$ cat src/rtl/wb_queue.sv
// Writeback queue: merges execute and load results in program order, drains one register write
// per cycle and flags source hazards. Optional WB_FWD_EN macro adds youngest-match forwarding.
module wb_queue #(
  parameter int unsigned Depth = 4
) (
  input  logic                       clk_i,
  input  logic                       rst_ni,
  input  logic                       exe_valid_i,
  input  logic [3:0]                 exe_dest_i,
  input  logic [31:0]                exe_result_i,
  input  logic                       mem_valid_i,
  output logic                       mem_ready_o,
  input  logic [3:0]                 mem_dest_i,
  input  logic [31:0]                mem_data_i,
  input  logic [3:0]                 src1_i,
  input  logic [3:0]                 src2_i,
  output logic                       hazard1_o,
  output logic                       hazard2_o,
  output logic                       stall_o,
  output logic [3:0]                 dest_wb_o,
  output logic [31:0]                result_wb_o,
  output logic                       write_back_en_o,
`ifdef WB_FWD_EN
  output logic                       fwd1_valid_o,
  output logic [31:0]                fwd1_data_o,
  output logic                       fwd2_valid_o,
  output logic [31:0]                fwd2_data_o,
`endif
  output logic [$clog2(Depth):0]     count_o
);

  localparam int unsigned AW = $clog2(Depth);
  localparam int unsigned CW = AW + 1;
  localparam logic [CW-1:0] DepthC = CW'(Depth);

  logic [3:0]    dest_q [Depth];
  logic [31:0]   data_q [Depth];
  logic [AW-1:0] head_q, head_d, tail_q, tail_d, exe_idx;
  logic [CW-1:0] count_q, count_d, occ_after_exe;
  logic          mem_push, exe_push, pop;
  logic          stall_q, wb_en_q;
  logic [3:0]    dest_wb_q;
  logic [31:0]   result_wb_q;
  logic          match1, match2;
`ifdef WB_FWD_EN
  logic [31:0]   fwd1_data, fwd2_data;
`endif

  always_comb begin
    occ_after_exe = count_q + CW'(exe_valid_i);
    mem_ready_o   = mem_valid_i && (occ_after_exe < DepthC);
    // PC-destined results are consumed but never occupy a slot
    mem_push      = mem_ready_o && (mem_dest_i != 4'hF);
    exe_push      = exe_valid_i && (exe_dest_i != 4'hF) && (count_q != DepthC);
    pop           = (count_q != '0);
    exe_idx       = tail_q + AW'(mem_push);
    tail_d        = tail_q + AW'(mem_push) + AW'(exe_push);
    head_d        = head_q + AW'(pop);
    count_d       = count_q + CW'(mem_push) + CW'(exe_push) - CW'(pop);
  end

  // Scan oldest to youngest so the last match is the youngest
  always_comb begin
    logic [AW-1:0] idx;
    match1 = 1'b0;
    match2 = 1'b0;
`ifdef WB_FWD_EN
    fwd1_data = '0;
    fwd2_data = '0;
`endif
    for (int unsigned i = 0; i < Depth; i++) begin
      idx = head_q + AW'(i);
      if (CW'(i) < count_q) begin
        if (dest_q[idx] == src1_i) begin
          match1 = 1'b1;
`ifdef WB_FWD_EN
          fwd1_data = data_q[idx];
`endif
        end
        if (dest_q[idx] == src2_i) begin
          match2 = 1'b1;
`ifdef WB_FWD_EN
          fwd2_data = data_q[idx];
`endif
        end
      end
    end
  end

`ifdef WB_FWD_EN
  assign fwd1_valid_o = match1;
  assign fwd1_data_o  = fwd1_data;
  assign fwd2_valid_o = match2;
  assign fwd2_data_o  = fwd2_data;
  assign hazard1_o    = 1'b0;
  assign hazard2_o    = 1'b0;
`else
  assign hazard1_o    = match1;
  assign hazard2_o    = match2;
`endif

  always_ff @(posedge clk_i) begin
    if (mem_push) begin
      dest_q[tail_q] <= mem_dest_i;
      data_q[tail_q] <= mem_data_i;
    end
    if (exe_push) begin
      dest_q[exe_idx] <= exe_dest_i;
      data_q[exe_idx] <= exe_result_i;
    end
  end

  always_ff @(posedge clk_i or negedge rst_ni) begin
    if (!rst_ni) begin
      head_q      <= '0;
      tail_q      <= '0;
      count_q     <= '0;
      stall_q     <= 1'b0;
      wb_en_q     <= 1'b0;
      dest_wb_q   <= '0;
      result_wb_q <= '0;
    end else begin
      head_q  <= head_d;
      tail_q  <= tail_d;
      count_q <= count_d;
      stall_q <= (count_d > DepthC - CW'(2));
      wb_en_q <= pop;
      if (pop) begin
        dest_wb_q   <= dest_q[head_q];
        result_wb_q <= data_q[head_q];
      end
    end
  end

  always_ff @(posedge clk_i) begin
    assert (!(rst_ni && exe_valid_i && (count_q == DepthC)))
      else $error("wb_queue: execute result dropped, queue full");
  end

  assign stall_o         = stall_q;
  assign write_back_en_o = wb_en_q;
  assign dest_wb_o       = dest_wb_q;
  assign result_wb_o     = result_wb_q;
  assign count_o         = count_q;

endmodule

$ cat config.mk
export PLATFORM = sky130hd
export DESIGN_NAME = wb_queue
export DESIGN_NICKNAME = d
export VERILOG_FILES = /design/src/rtl/wb_queue.sv
export SDC_FILE = /design/constraint.sdc
export NUM_CORES = 1
export LEC_CHECK = 0
export ABC_AREA = 0
export CAP_MARGIN = 20
export CORE_MARGIN = 3
export CORE_UTILIZATION = 60
export CTS_CLUSTER_DIAMETER = 80
export DETAILED_ROUTE_END_ITERATION = 7
export PLACE_DENSITY = 0.87
export SYNTH_ARGS = -nofsm -noshare
export SYNTH_HDL_FRONTEND = slang
export SYNTH_SLANG_ARGS = --single-unit
$ cat constraint.sdc
create_clock -name clk_i -period 7.16 [get_ports clk_i]
set_input_delay 1.074 -clock clk_i [delete_from_list [all_inputs] [get_ports clk_i]]
set_output_delay 1.074 -clock clk_i [all_outputs]
set_load 0.02 [all_outputs]
==> metrics.cfg <==
[finish]
diodes=0
drive_gt1_frac=0.400
final_nets=762
area_delta_synth_final_pct=22.0
final_util=0.755
fill_cells=871
instances_no_fill=894
stdcell_area_um2=11600

[pwr]
p_seq_frac=0.368
power_density_nw_per_um2=476
p_leak_nw=4.04
power.switching_mw=1.85
pwr-share-clk=0.186
peakVddDrop_uv=274
p_int_mw=3.68
swShare=0.334
pwr-share-comb=0.446

[synth]
yosysSeqAreaShare=0.573
synth_compound_area_frac=0.00657
yosys.area.top_type_share=0.454
yosys.area_share.simple=0.0183
syn_area_um2=9520
synthArstFlopShare=0.238
synth_mux_area_frac=0.328
ys_warn_count=0
syn_nets=637
yosysMostFrequentCell=mux2_2
ys_top_cells_by_area=edfxtp_1 45%, mux2_2 21%, dfrtp_1 12%, mux4_2 9.2%, xor2_1 2.1%
avgSynthCellArea_um2=17.5
syn_inst=545
yosysUniqueCellTypes=32
ys_ff_latch=189
synth_ff_type=edfxtp_1
synth_edf_count=144
synth_top_family_by_area=multiplexers
synth_common_cells=180 x mux2_2, 144 x edfxtp_1, 45 x dfrtp_1
synth_top_area_cell=edfxtp_1
synthAdderAreaFrac=0.0121
synthXorXnorAreaFrac=0.0348

[worst_setup_path]
cp-start-kind=primary input
worstPathArrival_ns=4.70
cp.required_ns=7.20
reg2reg_to=data_q[1][27]
worstSetupEndpointType=register
worstSetupPathType=in2reg
rrSetupSlack_ns=3.09
crit_fanout=37
reg2regPathDepth=9
worstReg2RegStart=count_o[2]
crit_start=exe_valid_i
crit_path_end=data_q[1][27]

[grt]
antenna_found_initial=0
grt_usage=0.247
grt_pass1_vias=6062
grt_overflow=0
grt_first_pass_wirelength_um=33100
grt_max_degree=51

[detailed_routing]
drc=0
routed_wl_um=20700
postRouteAntennaNets=0
routed_via_density=6.08
drtIter0Drc=342
routedWlPerCell_um=23.2
first_pass_iters=4
vias=5433

[worst_hold_path]
worstHoldPathType=reg2reg

[clocking]
clock_path_buffers=2
cts_tree=built
clk_latency_ns=0.43
cts_buffers=17
clk_pin_slew_ns=0.07
htreeDepth=4
cts_resized=0
root_buffer=clkbuf_16
cts_setup_buffers=0
cts.sinks=189
hold_buffers=0

[sta]
rsz0062_at_grt=no
hold_viol=0
fin_crit_ns=4.66
worst_pin_slew_ns=1.11
fin_worst_skew_ns=0.00979
setup_violations=0
hold_ws_ns=0.479
slew_violations=0
max_freq_ghz=0.215
fin_crit_sh=0.651
max_slew_margin=0.263
tns_ns=0

[floorplan]
rows=45
core_area_um2=15400
die_area_um2=17400
die_y_um=132
io_pins=128
start_util=0.619
fp.dieW_um=132

[status]
status=finished, final reports clean

[flow_run]
drv_cap=0

[placement]
dp.cells=862
io_buffers=127
postPlaceCellArea_um2=11000
gp_congestion=0.944
hpwlAfterDp_um=12900

-- logic make-up after synthesis --
family / count (synthesis)
flip-flops: 189
multiplexers: 231
AND/OR/NAND/NOR: 30
XOR/XNOR: 37
AO/OA/AOI/OAI: 8
buffers and inverters: 42
adder cells (fa/ha/maj): 8
-- metal layers --
metal,vias to the layer above,global-route usage,part of all wire
met5,-,0,0
met4,0,0.0933,0.027
met3,35,0.0466,0.043
met2,193,0.428,0.53
met1,2794,0.311,0.39
li1,2411,-,-
-- final cells by class --
cell class              count  area [um^2]  share of cell area
multi-input cells         314         3820               0.329
repair buffers            136         1380               0.119
clock inverters            14          216              0.0186
clock buffers              18          429              0.0370
well taps                 211          264              0.0227
inverters                  12         45.0             0.00388
flip-flops and latches    189         5460               0.470
-- state kept, by name, indices dropped and copies added, names as in the netlist --
name,cells
head_q,2
write_back_en_o,1
stall_o,1
result_wb_o,32
data_q,128
count_o,3
dest_q,16
tail_q,2
dest_wb_o,4
-- cell usage in the layout, fill, tap and decap left out, types with 2 or more instances in the layout --
cell type	Yosys	final
mux2_2	180	180
edfxtp_1	144	144
clkdlybuf4s50_1	0	126
dfrtp_1	45	43
mux4_2	39	39
xor2_1	23	23
clkbuf_16	0	17
xnor2_1	13	13
inv_1	10	10
nand3_1	8	8
nor3_1	7	6
mux2i_1	6	6
mux4_1	6	6
ha_1	6	6
buf_4	12	6
nand4_1	5	5
bufinv_16	0	5
a31o_2	4	4
clkinvlp_4	0	4
nand2_1	3	3
inv_2	2	2
nor3b_2	0	2
nor2_1	2	2
fa_1	2	2
clkinv_1	0	2
buf_12	0	2
-- critical path: stages --
cell and delay, ns:
clkdlybuf4s50_1 0.48, nand3_1 0.09, xnor2_1 0.14, nand2_1 0.13, a41o_1 0.16, inv_1 0.11, ha_1 0.24, xnor2_2 0.36
and3_2 0.92, a31o_2 0.96
-- power by group through the flow --
stage          combinational, mW  sequential (mW)  clock, mW
3_3_place_gp                2.36             2.03          0
4_1_cts                     2.49             2.05       1.04
6_report                    2.47             2.04       1.03
2_1_floorplan               1.65             2.08          0
3_5_place_dp                2.47             2.06          0
5_1_grt                     2.62             2.10       1.08
-- per-stage QoR --
stage	setup slack (ns)	power, mW
global route	2.30	5.80
finish	2.50	5.53
CTS	2.50	5.57
global placement	2.20	4.38
detailed placement	2.11	4.53
floorplan	3.61	3.73
-- worst min path at each step --
| stage | start | end | slack [ns] | cells after the start |
|---|---|---|---|---|
| floorplan | head_q[0] | head_q[0] | 0.57 | 1 |
| CTS | dest_wb_o[3] | dest_wb_o[3] | 0.48 | 2 |
| finish | dest_wb_o[3] | dest_wb_o[3] | 0.48 | 2 |
| global route | dest_wb_o[3] | dest_wb_o[3] | 0.52 | 2 |
| global placement | dest_wb_o[3] | dest_wb_o[3] | 0.47 | 2 |
| detailed placement | dest_wb_o[3] | dest_wb_o[3] | 0.47 | 2 |
(Power assumes the default switching activity.)
